`config.mk`:
```
export PLATFORM = sky130hd
export DESIGN_NAME = tmux_demux
export DESIGN_NICKNAME = d
export VERILOG_FILES = /design/src/rtl/tmux_demux.sv
export SDC_FILE = /design/constraint.sdc
export NUM_CORES = 1
export LEC_CHECK = 0
export CAP_MARGIN = 20
export CORE_ASPECT_RATIO = 1.75
export CORE_MARGIN = 2
export CORE_UTILIZATION = 40
export CTS_CLUSTER_SIZE = 25
export DETAILED_ROUTE_END_ITERATION = 10
export GPL_TIMING_DRIVEN = 0
export PLACE_DENSITY = 0.7
export SYNTH_ARGS = -nofsm -noshare
export SYNTH_HDL_FRONTEND = slang
export SYNTH_SLANG_ARGS = --single-unit
```
`constraint.sdc`:
```
create_clock -name clk -period 2.1 [get_ports clk]
set_input_delay 0.63 -clock clk [delete_from_list [all_inputs] [get_ports clk]]
set_output_delay 0.63 -clock clk [all_outputs]
set_load 0.005 [all_outputs]
```
`src/rtl/tmux_demux.sv`:
```
// Reassembles IN1/IN2 beats from a time-multiplexed bus into pairs and queues them in a small FIFO.
// Latency: an IN2 beat accepted at edge N makes its pair visible on out_* right after edge N (empty FIFO).
// Backpressure: in_ready is registered !full, so it has no combinational path from out_ready; IN1 is refused too when full.
//
// Ports:
//   clk, resetl           clock, asynchronous active-low reset
//   in_data/in_sel/in_valid/in_ready   multiplexed beat input (sel 0 = IN1, 1 = IN2)
//   out_in1/out_in2/out_valid/out_ready  reassembled pair output, driven from FIFO head storage
//   seq_err               one-cycle registered pulse per out-of-order beat
// Optional: define TMUX_DEMUX_ERRCNT_EN to add err_clr (input) and err_count (8-bit saturating error count).

module tmux_demux #(
    parameter int W     = 8,
    parameter int DEPTH = 2
) (
    input  logic         clk,
    input  logic         resetl,
    input  logic [W-1:0] in_data,
    input  logic         in_sel,
    input  logic         in_valid,
    output logic         in_ready,
    output logic [W-1:0] out_in1,
    output logic [W-1:0] out_in2,
    output logic         out_valid,
    input  logic         out_ready,
    output logic         seq_err
`ifdef TMUX_DEMUX_ERRCNT_EN
    ,
    input  logic         err_clr,
    output logic [7:0]   err_count
`endif
);

    localparam int AW = (DEPTH > 1) ? $clog2(DEPTH) : 1;
    localparam logic [AW-1:0] PTR_ONE  = 1;
    localparam logic [AW:0]   CNT_ONE  = 1;
    localparam logic [AW:0]   CNT_FULL = (AW+1)'(DEPTH);

    typedef enum logic {
        S_WAIT1 = 1'b0,
        S_WAIT2 = 1'b1
    } state_t;

    state_t         r_state;
    state_t         w_state_nxt;
    logic [W-1:0]   r_half;
    logic [W-1:0]   r_mem1 [DEPTH];
    logic [W-1:0]   r_mem2 [DEPTH];
    logic [AW-1:0]  r_wptr;
    logic [AW-1:0]  r_rptr;
    logic [AW:0]    r_count;
    logic [AW:0]    w_count_nxt;
    logic           r_in_ready;
    logic           r_seq_err;

    logic           w_accept;
    logic           w_pop;
    logic           w_push;
    logic           w_cap;
    logic           w_err;

    assign w_accept  = in_valid & r_in_ready;
    assign out_valid = (r_count != '0);
    assign w_pop     = out_valid & out_ready;
    assign out_in1   = r_mem1[r_rptr];
    assign out_in2   = r_mem2[r_rptr];
    assign in_ready  = r_in_ready;
    assign seq_err   = r_seq_err;

    // Assembler: only accepted beats move it. A repeated IN1 replaces the
    // stored half (newest IN1 wins); an orphan IN2 is dropped.
    always_comb begin
        w_state_nxt = r_state;
        w_push      = 1'b0;
        w_cap       = 1'b0;
        w_err       = 1'b0;
        if (w_accept) begin
            case (r_state)
                S_WAIT1: begin
                    if (!in_sel) begin
                        w_cap       = 1'b1;
                        w_state_nxt = S_WAIT2;
                    end else begin
                        w_err = 1'b1;
                    end
                end
                S_WAIT2: begin
                    if (in_sel) begin
                        w_push      = 1'b1;
                        w_state_nxt = S_WAIT1;
                    end else begin
                        w_cap = 1'b1;
                        w_err = 1'b1;
                    end
                end
                default: w_state_nxt = S_WAIT1;
            endcase
        end
    end

    always_comb begin
        w_count_nxt = r_count;
        case ({w_push, w_pop})
            2'b10:   w_count_nxt = r_count + CNT_ONE;
            2'b01:   w_count_nxt = r_count - CNT_ONE;
            default: w_count_nxt = r_count;
        endcase
    end

    always_ff @(posedge clk or negedge resetl) begin
        if (!resetl) begin
            r_state    <= S_WAIT1;
            r_half     <= '0;
            r_wptr     <= '0;
            r_rptr     <= '0;
            r_count    <= '0;
            r_in_ready <= 1'b0;
            r_seq_err  <= 1'b0;
            for (int i = 0; i < DEPTH; i++) begin
                r_mem1[i] <= '0;
                r_mem2[i] <= '0;
            end
        end else begin
            r_state    <= w_state_nxt;
            r_seq_err  <= w_err;
            r_count    <= w_count_nxt;
            // Ready for the next cycle follows the post-update occupancy.
            r_in_ready <= (w_count_nxt != CNT_FULL);
            if (w_cap) begin
                r_half <= in_data;
            end
            if (w_push) begin
                r_mem1[r_wptr] <= r_half;
                r_mem2[r_wptr] <= in_data;
                r_wptr         <= r_wptr + PTR_ONE;
            end
            if (w_pop) begin
                r_rptr <= r_rptr + PTR_ONE;
            end
        end
    end

`ifdef TMUX_DEMUX_ERRCNT_EN
    logic [7:0] r_err_count;
    assign err_count = r_err_count;

    // Counted on the same edge that raises seq_err; clear wins over increment.
    always_ff @(posedge clk or negedge resetl) begin
        if (!resetl) begin
            r_err_count <= 8'd0;
        end else if (err_clr) begin
            r_err_count <= 8'd0;
        end else if (w_err && (r_err_count != 8'hFF)) begin
            r_err_count <= r_err_count + 8'd1;
        end
    end
`endif

endmodule

```
# Yosys cells after proc, flatten, opt, wreduce, memory -nomap -nowiden

Cells that the tools add are included.

Bits in registers: 47
Bits of input ports: 13
Output and inout port bits: 19

Add/subtract/negate cells: 4
$lt $le $gt $ge: 3
Equal/unequal tests: 3
Multiplexer cells: 18
Bitwise operators: 5
Reductions and logical operators: 2

Operators by type and width:

| cell                  | count |
|---|---|
| $mux W8               | 7 |
| $bwmux W16            | 2 |
| $demux W8 S1          | 1 |
| $mux W1               | 6 |
| $ge A2 B2 Y1 const B  | 2 |
| $not A1 Y2            | 2 |
| $pmux W2 S2           | 1 |
| $add A1 B1 Y1 const B | 2 |
| $add A2 B1 Y2 const B | 1 |
| $and A1 B1 Y1         | 2 |
| $eq A2 B1 Y1 const B  | 1 |
| $eq A2 B2 Y1 const B  | 1 |
| $lt A2 B1 Y1 const B  | 1 |
| $ne A2 B2 Y1 const B  | 1 |
| $pmux W1 S2           | 1 |
| $reduce_bool A2 Y1    | 1 |
| $sub A2 B1 Y2 const B | 1 |
| $logic_and A1 B1 Y1   | 1 |
| $not A1 Y1            | 1 |

# Logic depth before layout (Yosys ltp)

Gate-level depths: netlist (run 1).

Word-level depth: 6
Mapped depth: 6
Depth with buffers taken out: 6

# Worst setup path after synthesis (run 1)

No wires, ideal clock.

Path type: register to output
From: reg r_rptr
To: out out_in1[0]
Data arrival time: 1.188 ns
Path slack: 0.282 ns
Stages on the path, launching flop included: 4
Path buffers: 2
Path through: dfrtp_1 clkbuf_1 buf_2 mux2_2

Word-level cells in the longest chain between the ends: 4

RTL lines:

| element                                    | RTL line | text |
|---|---|---|
| start, declared                            | 50       | `logic [AW-1:0] r_rptr;` |
| start signal, assigned                     | 138      | `r_rptr <= r_rptr + PTR_ONE;` |
| $not A1 Y2 (not written as such)           | 65       | `assign out_in1 = r_mem1[r_rptr];` |
| $mux W8 (not written as such) (3 in a row) | 65       |  |
| end, declared                              | 22       | `output logic [W-1:0] out_in1,` |

Every way passes these cells. The select of a mux whose other input is x is not followed.

# Worst setup path after layout (run 1)

From: reg r_rptr
To: out out_in1[4]

The elaborated chain is that of the path after synthesis.

==> results of run 1 <==
-- final timing paths --
check	from	endpoint	slack (ps)	cells past startpoint
max in group asynchronous	resetl	r_rptr$_DFFE_PN0P_	1340	2
min in group clk	r_state$_DFFE_PN0P_	r_state$_DFFE_PN0P_	500	2
setup / recovery	r_rptr$_DFFE_PN0P_	out_in1[4]	50	3
setup reg to reg	r_count[1]$_DFF_PN0_	r_count[1]$_DFF_PN0_	510	5
hold / removal	resetl	r_mem2[12]$_DFFE_PN0P_	250	1
hold reg to reg	r_state$_DFFE_PN0P_	r_state$_DFFE_PN0P_	500	2
-- state kept, by name, summed over array words and instances, names as in the netlist --
| register | count |
|---|---|
| r_state | 1 |
| r_mem1 | 16 |
| r_count | 2 |
| in_ready | 1 |
| r_half | 8 |
| r_rptr | 1 |
| seq_err | 1 |
| r_wptr | 1 |
| r_mem2 | 16 |
-- report_power, final --
part	total (mW)	switching [mW]	leakage, nW	internal [mW]
clock	0.772	0.296	0.0654	0.476
sequential	1.56	0.233	0.568	1.32
combinational	1.68	0.574	0.624	1.10
total	4.01	1.10	1.26	2.90
-- through the flow --
step	TNS [ps]	total power, mW	hold slack (ps)	cell area, um^2	setup WS [ps]
floorplan	0	2.44	334	2050	282
global placement	-45850	3.11	468	2430	-780
detailed placement	-10860	3.20	480	2450	-466
CTS	-341	4.08	249	2660	-78.3
global route	-2.29	4.27	256	2660	-1.64
finish	0	4.01	245	2660	54.6
-- cell families after synthesis --
family	Yosys count
compound gates	1
flops	47
simple gates	16
mux	56
fa+ha+maj	2
buf+inv	6
xor+xnor	5
-- timing repair --
item	CTS	global route
pin swaps	0	2
resized for setup	53	15
gates cloned	1	0
setup buffers	8	4
endpoints found under the setup margin	17	17
-- area by class of cell --
class / instances / share of cell area, %
plain buffers: 4 / 1.55
clock buffers: 6 / 2.73
clock inverters: 2 / 2.26
multi-input cells: 80 / 31.5
flip-flops and latches: 47 / 44.3
well taps: 54 / 2.54
repair buffers: 44 / 15.1
-- worst max-delay path, cell delays in order (launching register included) --
cell and delay, ps:
dfrtp_2 400, buf_6 140, mux2_2 330, dlygate4sd2_1 260
-- per-layer routing --
layer  wire (um)  vias to the layer above  track usage, %
met3         115                        8            3.15
met4         102                        0            7.16
li1            -                      566               -
met5           0                        -               0
met1        1600                      621            19.9
met2        2210                       22            27.4
-- cell usage in the layout, fill, tap and decap left out, types with 5 or more instances in the layout --
master and n:
mux2_2 45, mux2_4 11, dfrtp_1 46, clkbuf_8 5, clkbuf_2 6, buf_2 9, buf_4 7, nand2_1 6
buf_6 6, clkdlybuf4s50_1 13
==> flow_summary.toml, run 1 <==
[sta]
report.final.slew_viol_count = 0
min_period_ps = 2050
max_freq_ghz = 0.489
hold_viol = 0
skew_ps = 7.10
worst_slew_pin_slew_ps = 403
setup_violations = 0
slew_headroom_pct = 73.1
fin_crit_sh_pct = 97.4

[yosys]
synthTopCellsByArea = "dfrtp_1 57%, mux2_2 26%, mux2_4 6.6%"
ys_seq_area_share_pct = 57.3
synth_area_per_cell_um2 = 15.4
yosys.area_share.xor_xnor_pct = 2.13
synth-edff-count = 0
ys_ff_latch = 47
synth_top_family_by_area = "multiplexers"
synthFlopType = "dfrtp_1"
synth.top_cell.area_share_pct = 57.3
synth_area_um2 = 2050
async_flop_share_pct = 100
yosys_warnings = 0
yosys.area.top_type = "dfrtp_1"
synthSimpleGateAreaFrac_pct = 4.33
muxShareOfSynthArea_pct = 32.4
synth_cells = 133
ys_types = 19
syn_nets = 148
yosys-top-cells-count = "47 x dfrtp_1, 47 x mux2_2, 9 x mux2_4, 6 x nand2_1"
synth_compound_area_share_pct = 0.244
yosys.area_share.adder_pct = 1.22

[setup_path]
critPathArrivalTime_ps = 1420
crit_path_start_kind = "flip-flop"
cp_data_required_time_ps = 1470
criticalPathCategory = "flip-flop to output port"
cp_max_fo = 6
cp-end-kind = "output port"

[floorplanning]
die_area_um2 = 5740
fp-row-count = 34
core-area_um2 = 4980
die_w_um = 58.2
pin_count = 32
fp.dieH_um = 98.8
start_util_pct = 41.3

[routing]
first_iter_violations = 21
drc = 0
vias = 1217
wl_per_cell_um = 17.0
antenna_left = 0
wirelength_mm = 4.02
vias_per_cell = 5.14
firstDrtPassIters = 2

[cts]
root_buffer = "clkbuf_8"
clkTransAtPathRegs_ps = 90
htreeDepth = 2
cts_buffers = 5
cts_max_path_buffers = 2
clock_sink_count = 47
insertion_delay_ps = 300
holdBufCountCts = 0
cts_tree = "done"

[layout]
drive_gt1_share_pct = 55.7
fin_util_pct = 53.4
area_growth_pct = 29.4
diodes = 0
nets = 197
fillers = 412
layout.cells.non_filler = 237
regArea_um2 = 1180
multi_input_area_um2 = 837

[global_routing]
grt_pass1_wl_mm = 6.98
globalRoute.totalOverflow = 0
grt_use_total_pct = 16.3
grt_max_degree = 33
grt_pass1_vias = 1354
antenna_found_initial = 0

[run]
cap_violations = 0

[min_path]
hp-class = "primary input to asynchronous set/reset pin"

[power]
power.density_nw_per_um2 = 1510
peakVddDrop_mv = 0.953
leakage_nw = 1.26

[outcome]
status = "complete, no violations"

[placement]
numPlacedInstances = 219
hpwl_mm = 2.76
place.gp.congestion = 0.681
io_buffers = 31
Note: power is estimated with default switching activity, not from simulation.
==> run 2: changes to the inputs <==
--- a/config.mk
+++ b/config.mk
@@ -9,7 +9,6 @@
 export CORE_ASPECT_RATIO = 1.75
 export CORE_MARGIN = 2
 export CORE_UTILIZATION = 40
-export CTS_CLUSTER_SIZE = 25
 export DETAILED_ROUTE_END_ITERATION = 10
 export GPL_TIMING_DRIVEN = 0
 export PLACE_DENSITY = 0.7
==> constraint.sdc (replaced) <==
create_clock -name clk -period 1.9 [get_ports clk]
set_input_delay 0.57 -clock clk [delete_from_list [all_inputs] [get_ports clk]]
set_output_delay 0.57 -clock clk [all_outputs]
set_load 0.005 [all_outputs]
==> flow_summary.toml, run 2 (synthesized netlist as in run 1, its figures left out) <==
[global_routing]
grt_use_total_pct = 16.4
busiest_layer = "met2"
antenna_found_initial = 0
grt_pass1_wl_mm = 7.02
grtUsageMet3_pct = 2.76
grt_max_degree = 33
grt_pass1_vias = 1371
globalRoute.totalOverflow = 0
globalRouteMet2Util_pct = 27.9
grtUsageMet1_pct = 19.6

[power]
sequentialPowerShare_pct = 37.7
sw_frac_of_total_pct = 27.4
pwr-share-comb_pct = 43.8
leakage_nw = 1.28
peakVddDrop_mv = 1.10
clockPowerShare_pct = 18.5
p_int_mw = 3.33
netSwitchingPower_mw = 1.26
power.density_nw_per_um2 = 1700

[cts]
clock_sink_count = 47
holdBufCountCts = 0
htreeDepth = 2
root_buffer = "clkbuf_8"
cts_max_path_buffers = 2
clkTransAtPathRegs_ps = 90
cts_buffers = 5
insertion_delay_ps = 300
cts_tree = "done"

[setup_path]
cp-end-kind = "output port"
crit_path_start_kind = "flip-flop"
cp_data_required_time_ps = 1330
crit_buf_inv = 3
path_delay_family = "flip-flops"
cp_max_fo = 6
criticalPathCategory = "flip-flop to output port"
critPathArrivalTime_ps = 1410
cp_slowest_cell = "dfrtp_2"
cpPeakStageDelay_ps = 440
cp_cell_sequence = "buf_6 > buf_6 > mux2_4 > buf_6"
path_common_cell = "buf_6"

[floorplanning]
fp.dieH_um = 98.8
pin_count = 32
start_util_pct = 41.3
fp-row-count = 34
die_area_um2 = 5740
die_w_um = 58.2
core-area_um2 = 4980

[layout]
top_regs = "r_mem1 x16, r_mem2 x16, r_half x8"
area_growth_pct = 31.6
final_cell_mix = "46 x dfrtp_1, 40 x mux2_2, 16 x mux2_4"
diodes = 0
layout.cells.non_filler = 239
drive_gt1_share_pct = 57.3
fin_util_pct = 54.3
nets = 199
final_common_cell = "dfrtp_1"

[sta]
hold_viol = 0
skew_ps = 6.27
max_freq_ghz = 0.504
min_period_ps = 1980
worst_slew_pin_slew_ps = 395
report.final.slew_viol_count = 0
fin_crit_sh_pct = 104
setup_violations = 10
timing.final.ws_setup_ps = -82.4
hold_slack_ps = 184
rsz0062_at_grt = "true"
slew_headroom_pct = 73.6

[placement]
hpwl_mm = 2.76
place.gp.congestion = 0.681
io_buffers = 31
numPlacedInstances = 219

[routing]
wl_per_cell_um = 17.2
first_iter_violations = 27
firstDrtPassIters = 3
vias_per_cell = 5.10
antenna_left = 0
wirelength_mm = 4.11
vias = 1218
drc = 0

[outcome]
status = "finished with violations"
violations = "setup timing"

[min_path]
hp-class = "primary input to asynchronous set/reset pin"

[run]
cap_violations = 0
## run 2: stage by stage
| stage | instance area, um^2 | power (mW) | setup TNS, ps | worst slack, ps |
|---|---|---|---|---|
| 2_1_floorplan | 2050 | 2.69 | 0 | 142 |
| 3_5_place_dp | 2450 | 3.54 | -19050 | -606 |
| 4_1_cts | 2680 | 4.55 | -957 | -83.1 |
| 6_report | 2700 | 4.59 | -732 | -82.4 |
| 5_1_grt | 2700 | 4.89 | -1300 | -128 |
| 3_3_place_gp | 2430 | 3.43 | -60220 | -920 |
## run 2: cell type report
cell class              count  area (um^2)
fillers                   407         2280
clock buffers               6         72.6
well taps                  54         67.6
clock inverters             2         60.1
flip-flops and latches     47         1180
multi-input cells          80          856
plain buffers               5         61.3
repair buffers             45          407
## run 2: worst paths after layout
kind / to / slack [ps] / cells after the start / startpoint
min reg2reg: r_state$_DFFE_PN0P_ / 500 / 2 / r_state$_DFFE_PN0P_
max in group asynchronous: r_rptr$_DFFE_PN0P_ / 1200 / 2 / resetl
min: r_mem2[12]$_DFFE_PN0P_ / 180 / 1 / resetl
max: out_in1[2] / -80 / 4 / r_rptr$_DFFE_PN0P_
min in group clk: r_state$_DFFE_PN0P_ / 500 / 2 / r_state$_DFFE_PN0P_
max reg2reg: r_count[1]$_DFF_PN0_ / 310 / 5 / r_count[0]$_DFF_PN0_
## run 2: repair_timing
| action | CTS | global route |
|---|---|---|
| pin swaps | 1 | 0 |
| setup buffers | 12 | 1 |
| endpoints found under the setup margin | 36 | 16 |
| gates resized for setup | 83 | 9 |
| gates cloned | 1 | 0 |
## run 2: power by group through the flow
stage                     registers (mW)  clock network, mW  logic [mW]
after floorplan                     1.66                  0        1.03
after global placement              1.70                  0        1.73
after detailed placement            1.74                  0        1.79
after CTS                           1.72              0.873        1.96
after global routing                1.80              0.915        2.17
final                               1.73              0.850        2.01
## run 2: per-layer routing
layer	routed length [um]	vias to the layer above
met3	101	8
met2	2280	22
met5	0	-
met4	104	0
li1	-	565
met1	1620	623
## run 2: worst register-to-register path: stages, from the launching register on
cell and delay [ps]:
dfrtp_1 380, or2_2 300, and2_1 180, ha_1 350, nor2_1 140, xor2_1 160
